--- config.mk ---
export PLATFORM = sky130hd
export DESIGN_NAME = binary_onehot_decoder_pipe_flat
export DESIGN_NICKNAME = d
export VERILOG_FILES = /design/src/rtl/binary_onehot_decoder_pipe_pkg.sv /design/src/rtl/binary_onehot_decoder_pipe_if.sv /design/src/rtl/binary_onehot_decoder_pipe_binary_decoder.sv /design/src/rtl/binary_onehot_decoder_pipe.sv /design/src/flat_wrapper.sv
export SDC_FILE = /design/constraint.sdc
export NUM_CORES = 1
export LEC_CHECK = 0
export ABC_AREA = 1
export ABC_CLOCK_PERIOD_IN_PS = 4700
export BUFFER_PORTS_ARGS = -buffer_cell sky130_fd_sc_hd__buf_4
export CAP_MARGIN = 20
export CORE_ASPECT_RATIO = 2
export CORE_MARGIN = 5
export CORE_UTILIZATION = 35
export DETAILED_ROUTE_END_ITERATION = 8
export GPL_TIMING_DRIVEN = 1
export SLEW_MARGIN = 20
export SYNTH_ARGS = -nofsm -noshare
export SYNTH_HDL_FRONTEND = slang
export SYNTH_HIERARCHICAL = 1
export SYNTH_SLANG_ARGS = --single-unit
--- constraint.sdc ---
create_clock -name clk -period 4.7 [get_ports clk]
set_input_delay 0.705 -clock clk [delete_from_list [all_inputs] [get_ports clk]]
set_output_delay 0.705 -clock clk [all_outputs]
set_load 0.005 [all_outputs]
--- src/rtl/binary_onehot_decoder_pipe_pkg.sv ---
// Shared mode encodings for the binary-to-mask decoder pipeline.
package decoder_pkg;

  localparam logic [1:0] MODE_ONEHOT = 2'b00;
  localparam logic [1:0] MODE_THERMO = 2'b01;
  localparam logic [1:0] MODE_INV    = 2'b10;
  localparam logic [1:0] MODE_CLEAR  = 2'b11;

endpackage

--- src/rtl/binary_onehot_decoder_pipe_if.sv ---
// Index-in / mask-out valid-ready bus between a producer and the decoder pipe.
interface binary_onehot_decoder_pipe_if #(
  parameter int IN_W  = 4,
  parameter int OUT_W = 16
);

  logic             in_valid;
  logic             in_ready;
  logic [IN_W-1:0]  in_idx;
  logic [1:0]       in_mode;
  logic             out_valid;
  logic             out_ready;
  logic [OUT_W-1:0] out_mask;
  logic             out_oor;

  modport master (
    output in_valid, in_idx, in_mode, out_ready,
    input  in_ready, out_valid, out_mask, out_oor
  );

  modport slave (
    input  in_valid, in_idx, in_mode, out_ready,
    output in_ready, out_valid, out_mask, out_oor
  );

endinterface

--- src/rtl/binary_onehot_decoder_pipe_binary_decoder.sv ---
// Combinational index-to-mask expansion: one-hot, thermometer, inverted one-hot or clear.
module binary_decoder
  import decoder_pkg::*;
#(
  parameter int IN_W  = 4,
  parameter int OUT_W = 16
) (
  input  logic [IN_W-1:0]  i_idx,
  input  logic [1:0]       i_mode,
  output logic [OUT_W-1:0] o_mask,
  output logic             o_oor
);

  // One extra bit so OUT_W == 2**IN_W is representable in the range compare.
  logic w_in_range;
  assign w_in_range = ({1'b0, i_idx} < (IN_W+1)'(OUT_W));

  always_comb begin
    o_mask = '0;
    o_oor  = 1'b0;
    if (i_mode != MODE_CLEAR) begin
      if (!w_in_range) begin
        o_oor = 1'b1;
      end else begin
        for (int i = 0; i < OUT_W; i++) begin
          case (i_mode)
            MODE_ONEHOT: o_mask[i] = (i_idx == IN_W'(i));
            MODE_THERMO: o_mask[i] = (IN_W'(i) <= i_idx);
            MODE_INV:    o_mask[i] = (i_idx != IN_W'(i));
            default:     o_mask[i] = 1'b0;
          endcase
        end
      end
    end
  end

endmodule

--- src/rtl/binary_onehot_decoder_pipe.sv ---
// Decoder front end feeding a 2-entry FIFO output buffer with an accepted-transfer counter.
module binary_onehot_decoder_pipe
  import decoder_pkg::*;
#(
  parameter int IN_W  = 4,
  parameter int OUT_W = 16,
  parameter int CNT_W = 16
) (
  input  logic                  clk,
  input  logic                  rst_n,
  binary_onehot_decoder_pipe_if.slave bus,
  output logic [CNT_W-1:0]      xfer_cnt
);

  typedef struct packed {
    logic [OUT_W-1:0] mask;
    logic             oor;
  } entry_t;

  logic [OUT_W-1:0] w_dec_mask;
  logic             w_dec_oor;
  entry_t           w_entry;
  entry_t           w_head;
  logic             w_push;
  logic             w_pop;

  logic [1:0]       r_occ;
  logic             r_head;
  logic             r_tail;
  entry_t           r_buf [2];
  logic [CNT_W-1:0] r_xfer_cnt;

  binary_decoder #(
    .IN_W  (IN_W),
    .OUT_W (OUT_W)
  ) u_dec (
    .i_idx  (bus.in_idx),
    .i_mode (bus.in_mode),
    .o_mask (w_dec_mask),
    .o_oor  (w_dec_oor)
  );

  assign w_entry = '{mask: w_dec_mask, oor: w_dec_oor};

  // Ready depends only on occupancy, so no combinational path from out_ready.
  assign bus.in_ready  = (r_occ != 2'd2);
  assign bus.out_valid = (r_occ != 2'd0);

  assign w_push = bus.in_valid  & bus.in_ready;
  assign w_pop  = bus.out_valid & bus.out_ready;

  assign w_head       = r_buf[r_head];
  assign bus.out_mask = bus.out_valid ? w_head.mask : '0;
  assign bus.out_oor  = bus.out_valid ? w_head.oor  : 1'b0;
  assign xfer_cnt     = r_xfer_cnt;

  // Control state: occupancy, pointers and transfer counter.
  always_ff @(posedge clk) begin
    if (!rst_n) begin
      r_occ      <= 2'd0;
      r_head     <= 1'b0;
      r_tail     <= 1'b0;
      r_xfer_cnt <= '0;
    end else begin
      if (w_push) begin
        r_tail     <= ~r_tail;
        r_xfer_cnt <= r_xfer_cnt + 1'b1;
      end
      if (w_pop) begin
        r_head <= ~r_head;
      end
      case ({w_push, w_pop})
        2'b10:   r_occ <= r_occ + 2'd1;
        2'b01:   r_occ <= r_occ - 2'd1;
        default: r_occ <= r_occ;
      endcase
    end
  end

  // Buffer storage is data only; stale contents are masked by occupancy.
  always_ff @(posedge clk) begin
    if (w_push) begin
      r_buf[r_tail] <= w_entry;
    end
  end

endmodule

--- src/flat_wrapper.sv ---
// flat-port wrapper written by rule: the top's interface ports become plain ports
module binary_onehot_decoder_pipe_flat import decoder_pkg::*;
#(
  parameter int IN_W  = 4,
  parameter int OUT_W = 16,
  parameter int CNT_W = 16
)
  (clk, rst_n, xfer_cnt, bus_in_valid, bus_in_idx, bus_in_mode, bus_out_ready, bus_in_ready, bus_out_valid, bus_out_mask, bus_out_oor);
  binary_onehot_decoder_pipe_if #(.IN_W(IN_W), .OUT_W(OUT_W)) bus_i ();
  input  logic clk;
  input  logic rst_n;
  output logic [CNT_W-1:0] xfer_cnt;
  input wire logic [$bits(bus_i.in_valid)-1:0] bus_in_valid;
  input wire logic [$bits(bus_i.in_idx)-1:0] bus_in_idx;
  input wire logic [$bits(bus_i.in_mode)-1:0] bus_in_mode;
  input wire logic [$bits(bus_i.out_ready)-1:0] bus_out_ready;
  output wire logic [$bits(bus_i.in_ready)-1:0] bus_in_ready;
  output wire logic [$bits(bus_i.out_valid)-1:0] bus_out_valid;
  output wire logic [$bits(bus_i.out_mask)-1:0] bus_out_mask;
  output wire logic [$bits(bus_i.out_oor)-1:0] bus_out_oor;
  assign bus_i.in_valid = bus_in_valid;
  assign bus_i.in_idx = bus_in_idx;
  assign bus_i.in_mode = bus_in_mode;
  assign bus_i.out_ready = bus_out_ready;
  assign bus_in_ready = bus_i.in_ready;
  assign bus_out_valid = bus_i.out_valid;
  assign bus_out_mask = bus_i.out_mask;
  assign bus_out_oor = bus_i.out_oor;
  binary_onehot_decoder_pipe #(.IN_W(IN_W), .OUT_W(OUT_W), .CNT_W(CNT_W)) u_core (.clk(clk), .rst_n(rst_n), .bus(bus_i), .xfer_cnt(xfer_cnt));
endmodule
=== After elaboration in Yosys (flattened, before gate mapping) ===
Memory sizes are Yosys's and may differ from the RTL's. A register that Yosys moved wholly into a read port is not among the register bits.
Cells that the tools add are included.

* Add/sub/neg operators: 3
* Order comparisons: 16
* Equality and inequality tests: 36
* Muxes and demuxes: 24
* Bitwise gates (word level): 4
* Reductions and logical operators: 5

{| class="wikitable"
|+ Operators by type and width
! kind !! count
|-
| 1-bit one-hot mux with 3 select lines || 16
|-
| 4-bit == test, second input constant || 8
|-
| 4-bit less-or-equal comparator, first input constant || 8
|-
| 16-bit two-way mux || 2
|-
| 4-bit != test, second input constant || 8
|-
| 16-bit by 1-bit adder with 16-bit output, second input constant || 1
|-
| 4-bit by 3-bit == test with 1-bit output, second input constant || 4
|-
| 3-bit by 4-bit less-or-equal comparator with 1-bit output, first input constant || 4
|-
| 4-bit by 3-bit != test with 1-bit output, second input constant || 4
|-
| 4-bit by 2-bit == test with 1-bit output, second input constant || 2
|-
| 1-bit by 4-bit less-or-equal comparator with 1-bit output, first input constant || 2
|-
| 2-bit by 4-bit less-or-equal comparator with 1-bit output, first input constant || 2
|-
| 4-bit by 2-bit != test with 1-bit output, second input constant || 2
|-
| 1-bit two-way mux || 5
|-
| 2-bit by 1-bit == test with 1-bit output, second input constant || 2
|-
| 2-bit == test, second input constant || 2
|-
| 4-bit by 1-bit == test with 1-bit output, second input constant || 1
|-
| 4-bit logical NOT || 1
|-
| 2-bit != test, second input constant || 2
|-
| 4-bit by 1-bit != test with 1-bit output, second input constant || 1
|-
| 2-bit one-hot mux with 2 select lines || 1
|-
| 2-bit nonzero test || 2
|-
| 4-bit nonzero test || 1
|-
| 2-bit by 1-bit adder with 2-bit output, second input constant || 1
|-
| other kinds (4) || 6
|}

* Flip-flop bits (word level): 20
* Bits in writable memories: 32
* Memories kept: 1

{| class="wikitable"
|+ Memory list
! name !! depth !! bits a word !! rd ports !! clocked after Yosys merged registers in !! write ports !! RTL line !! RTL
|-
| u_core.r_buf || 2 || 16 || 1 || 1 || 1 || binary_onehot_decoder_pipe.sv:30 || <nowiki>entry_t r_buf [2];</nowiki>
|}

=== Logic depth before layout (Yosys ltp) ===
* Word-level depth: 4
* Mapped depth: 8
* Mapped depth without buffers: 8

=== Modules after synthesis ===
The synthesis kept the hierarchy.

{| class="wikitable"
|+ Modules (own cells, without submodules)
! module !! instances !! cells each !! area an instance (µm²)
|-
| binary_onehot_decoder_pipe || 1 || 242 || 2311.0
|-
| binary_decoder || 1 || 110 || 499.2
|}

=== Worst setup path after synthesis ===
No wires, ideal clock.

* Path type: input -> register
* Start: in bus_in_valid
* End: mem u_core/r_buf[1][0] (netlist name) (enable)
* Library setup time: 0.392 ns
* Arrival time: 1.550 ns
* Data required time: 4.308 ns
* Slack: 2.758 ns
* Cell stages on the path: 2
* Buffers on the path: 0
* Path through: nand2_4 > nor2_1

* Cells in the longest elaborated chain, start to end: 3

{| class="wikitable"
|+ RTL lines
! what !! RTL line !! RTL
|-
| start, declared || flat_wrapper.sv:13 || <nowiki>input wire logic [$bits(bus_i.in_valid)-1:0] bus_in_valid;</nowiki>
|-
| 1-bit AND || binary_onehot_decoder_pipe.sv:49 || <nowiki>assign w_push = bus.in_valid & bus.in_ready;</nowiki>
|-
| 1-bit two-way mux || binary_onehot_decoder_pipe.sv:82 || <nowiki>if (w_push) begin</nowiki>
|-
| 1-bit two-way mux (not written as such) || binary_onehot_decoder_pipe.sv:83 || <nowiki>r_buf[r_tail] <= w_entry;</nowiki>
|-
| end, declared || binary_onehot_decoder_pipe.sv:30 ||
|}

Every way passes these cells.

==> metrics.txt <==
HP Class=reg2reg; vias in the first global route=roughly 2400; Post-synth ARST share=0; top post-synthesis cells by area=edfxtp_1 (36%), dfxtp_1 (15%), nand2_1 (11%); Clock transition at path regs=0.07 ns; Clk pwr share=0.312; syn avg cell area=7.98 um^2; Final Cycle Share=0.588; power after layout=roughly 1300 uW; Setup Fix Bufs, Post-CTS=0; Synth Instances=352; Net Switching=roughly 380 uW; vias=2437; crit path DAT=about 2.1 ns; crit end category=output pin; slew margin rel.=0.459; worst vdd ir=about 0.00015 V; clk_lat worst skew=between 0.2 and 0.3 ns; switching fraction of total power=0.285; CTS resizes=0; Internal=roughly 950 uW; worst-path fanout max=18; Logic pwr share=0.234; post-route ant nets=0; Synth Register Bits=between 50 and 60; GPL Wtd Cong=approximately 0.94; Yosys top cell area share=0.363; drt drc=0; gr usage total=0.145; H-tree Lvls=2; Leak=~0.0014 uW; fin worst setup slack=1.94 ns; Iter 0 DRT Violations=93; sequential power share=0.453; Slew @ Worst Pin=0.811 ns; Slowest-stage cell, CP=dfxtp_1; commonest non-fill, non-tap cell in the layout=nand2_1; fin nets=406; final setup violation count=0; Rows=46; CP Cell Sequence=clkinv_1 -> nand2_1 -> a21oi_1 -> buf_4; CTS Hold Bufs=0; Initial Util=0.356; initial antenna violation count=0; Max Buffers Root-to-Sink=2; pin count of the biggest net entering global routing=20; Peak Freq=between 300 and 400 MHz; P per Cell Area=391 nW/um^2; Fin. Hold Viols=0; crit path launch type=register; DP Wirelength=about 5500 um; post-route setup TNS=0 ns; highest-count cells in the layout ignoring fill and taps=nand2_1 (84), buf_4 (46), nor2_1 (38); CP max stage delay=around 0.7 ns; total die area=between 10000 and 15000 um^2; status=complete, no violations; EDFF count, synth=34; Clock Sinks=55; reg-to-reg slack, setup=between 2 and 3 ns; RSZ-0062 raised after global routing=false; routed len/inst=about 14 um; Setup Skew=~0.004 ns; TritonRoute pass-1 iters=6; YS warnings=6; Pins Over Slew Limit=0; Setup CP Type=reg2out; vias per cell=just under 5; Mapped Nets=between 300 and 400; Congestion Overflow GR=0; drt total wl=6890 um; clock buffer count from CTS=5; PortBufs=between 40 and 50; Seq/Total Area, Yosys=0.513; predominant post-synthesis flop cell=edfxtp_1; synthesized area=about 2800 um^2; die width=between 70 and 80 um; hold_ws=roughly 0.45 ns; Max Cap Violations=0; n_diodes=0; fin util=0.429; synth-to-layout area growth=20.4%; share of cells above drive strength 1=0.187; I/O Pins=45; CTS root buffer=clkbuf_16; final critical-path required period=between 2 and 3 ns; Core Footprint=7890 um^2; first-pass GRT wire length=approximately 11000 um; Req. time, crit path=3.99 ns; Yosys cell types=31; Die Y=between 100 and 150 um; area leader, netlist=edfxtp_1; dpl ws=2.20 ns; CTS tree=built
state kept, by name, indices dropped and copies added, names as in the netlist, named ones only:
name	count
u_core/r_occ	2
u_core/r_tail	1
u_core/xfer_cnt	16
u_core/r_head	1
u_core/r_buf	34
cell usage after synthesis, types with 5 or more instances:
cell      count
nand2_1      84
nor2_1       38
inv_1        35
edfxtp_1     34
nand3_1      33
a21oi_1      28
dfxtp_1      21
o21ai_0      16
o21ai_1      14
buf_2         6
inv_2         5
nor2_2        5
worst max-delay path: cells and delay by family, from the launching register on:
| kind | cells | cell delay [ns] |
|---|---|---|
| buffers and inverters | 2 | 0.78 |
| and+or+nand+nor | 1 | 0.18 |
| DFF | 1 | 0.70 |
| AOI/OAI and AO/OA | 1 | 0.11 |
per-layer routing:
| layer | track usage | routed length, um |
|---|---|---|
| met1 | 0.129 | 2290 |
| met2 | 0.290 | 4090 |
| met3 | 0.0265 | 292 |
| met4 | 0.0776 | 216 |
| met5 | 0 | 0 |
final timing paths:
kind | from | to | cells past startpoint
min | u_core/r_head | u_core/r_head | 1
min reg2reg | u_core/r_head | u_core/r_head | 1
max | register | bus_out_mask[8] | 4
max reg2reg | u_core/r_occ[1] | u_core/r_occ[1] | 6
kinds of logic after synthesis:
group / share of synthesized area
buf+inv: 0.0775
compound gates: 0.117
fa+ha+maj: 0.00890
flops: 0.513
simple gates: 0.283
other cells: 0.00133
stage by stage:
stage	std cells	area (um^2)
after floorplan	352	2810
after global placement	483	3220
after detailed placement	483	3220
after CTS	491	3380
after global routing	491	3380
final	491	3380
power by group through the flow:
stage	logic (uW)	registers, uW	clock network (uW)
floorplan	182	598	0
global placement	313	611	0
detailed placement	318	612	0
CTS	319	601	426
global route	350	607	444
finish	310	600	413
final cells by class:
type                    count  area, um^2
clock buffers               5         125
clock inverters             3        42.5
fillers                   790        4500
inverters                  42         158
multi-input cells         244        1150
flip-flops and latches     55        1440
well taps                  96         120
repair buffers             46         345
No activity file was read; power rests on OpenSTA's default activity.
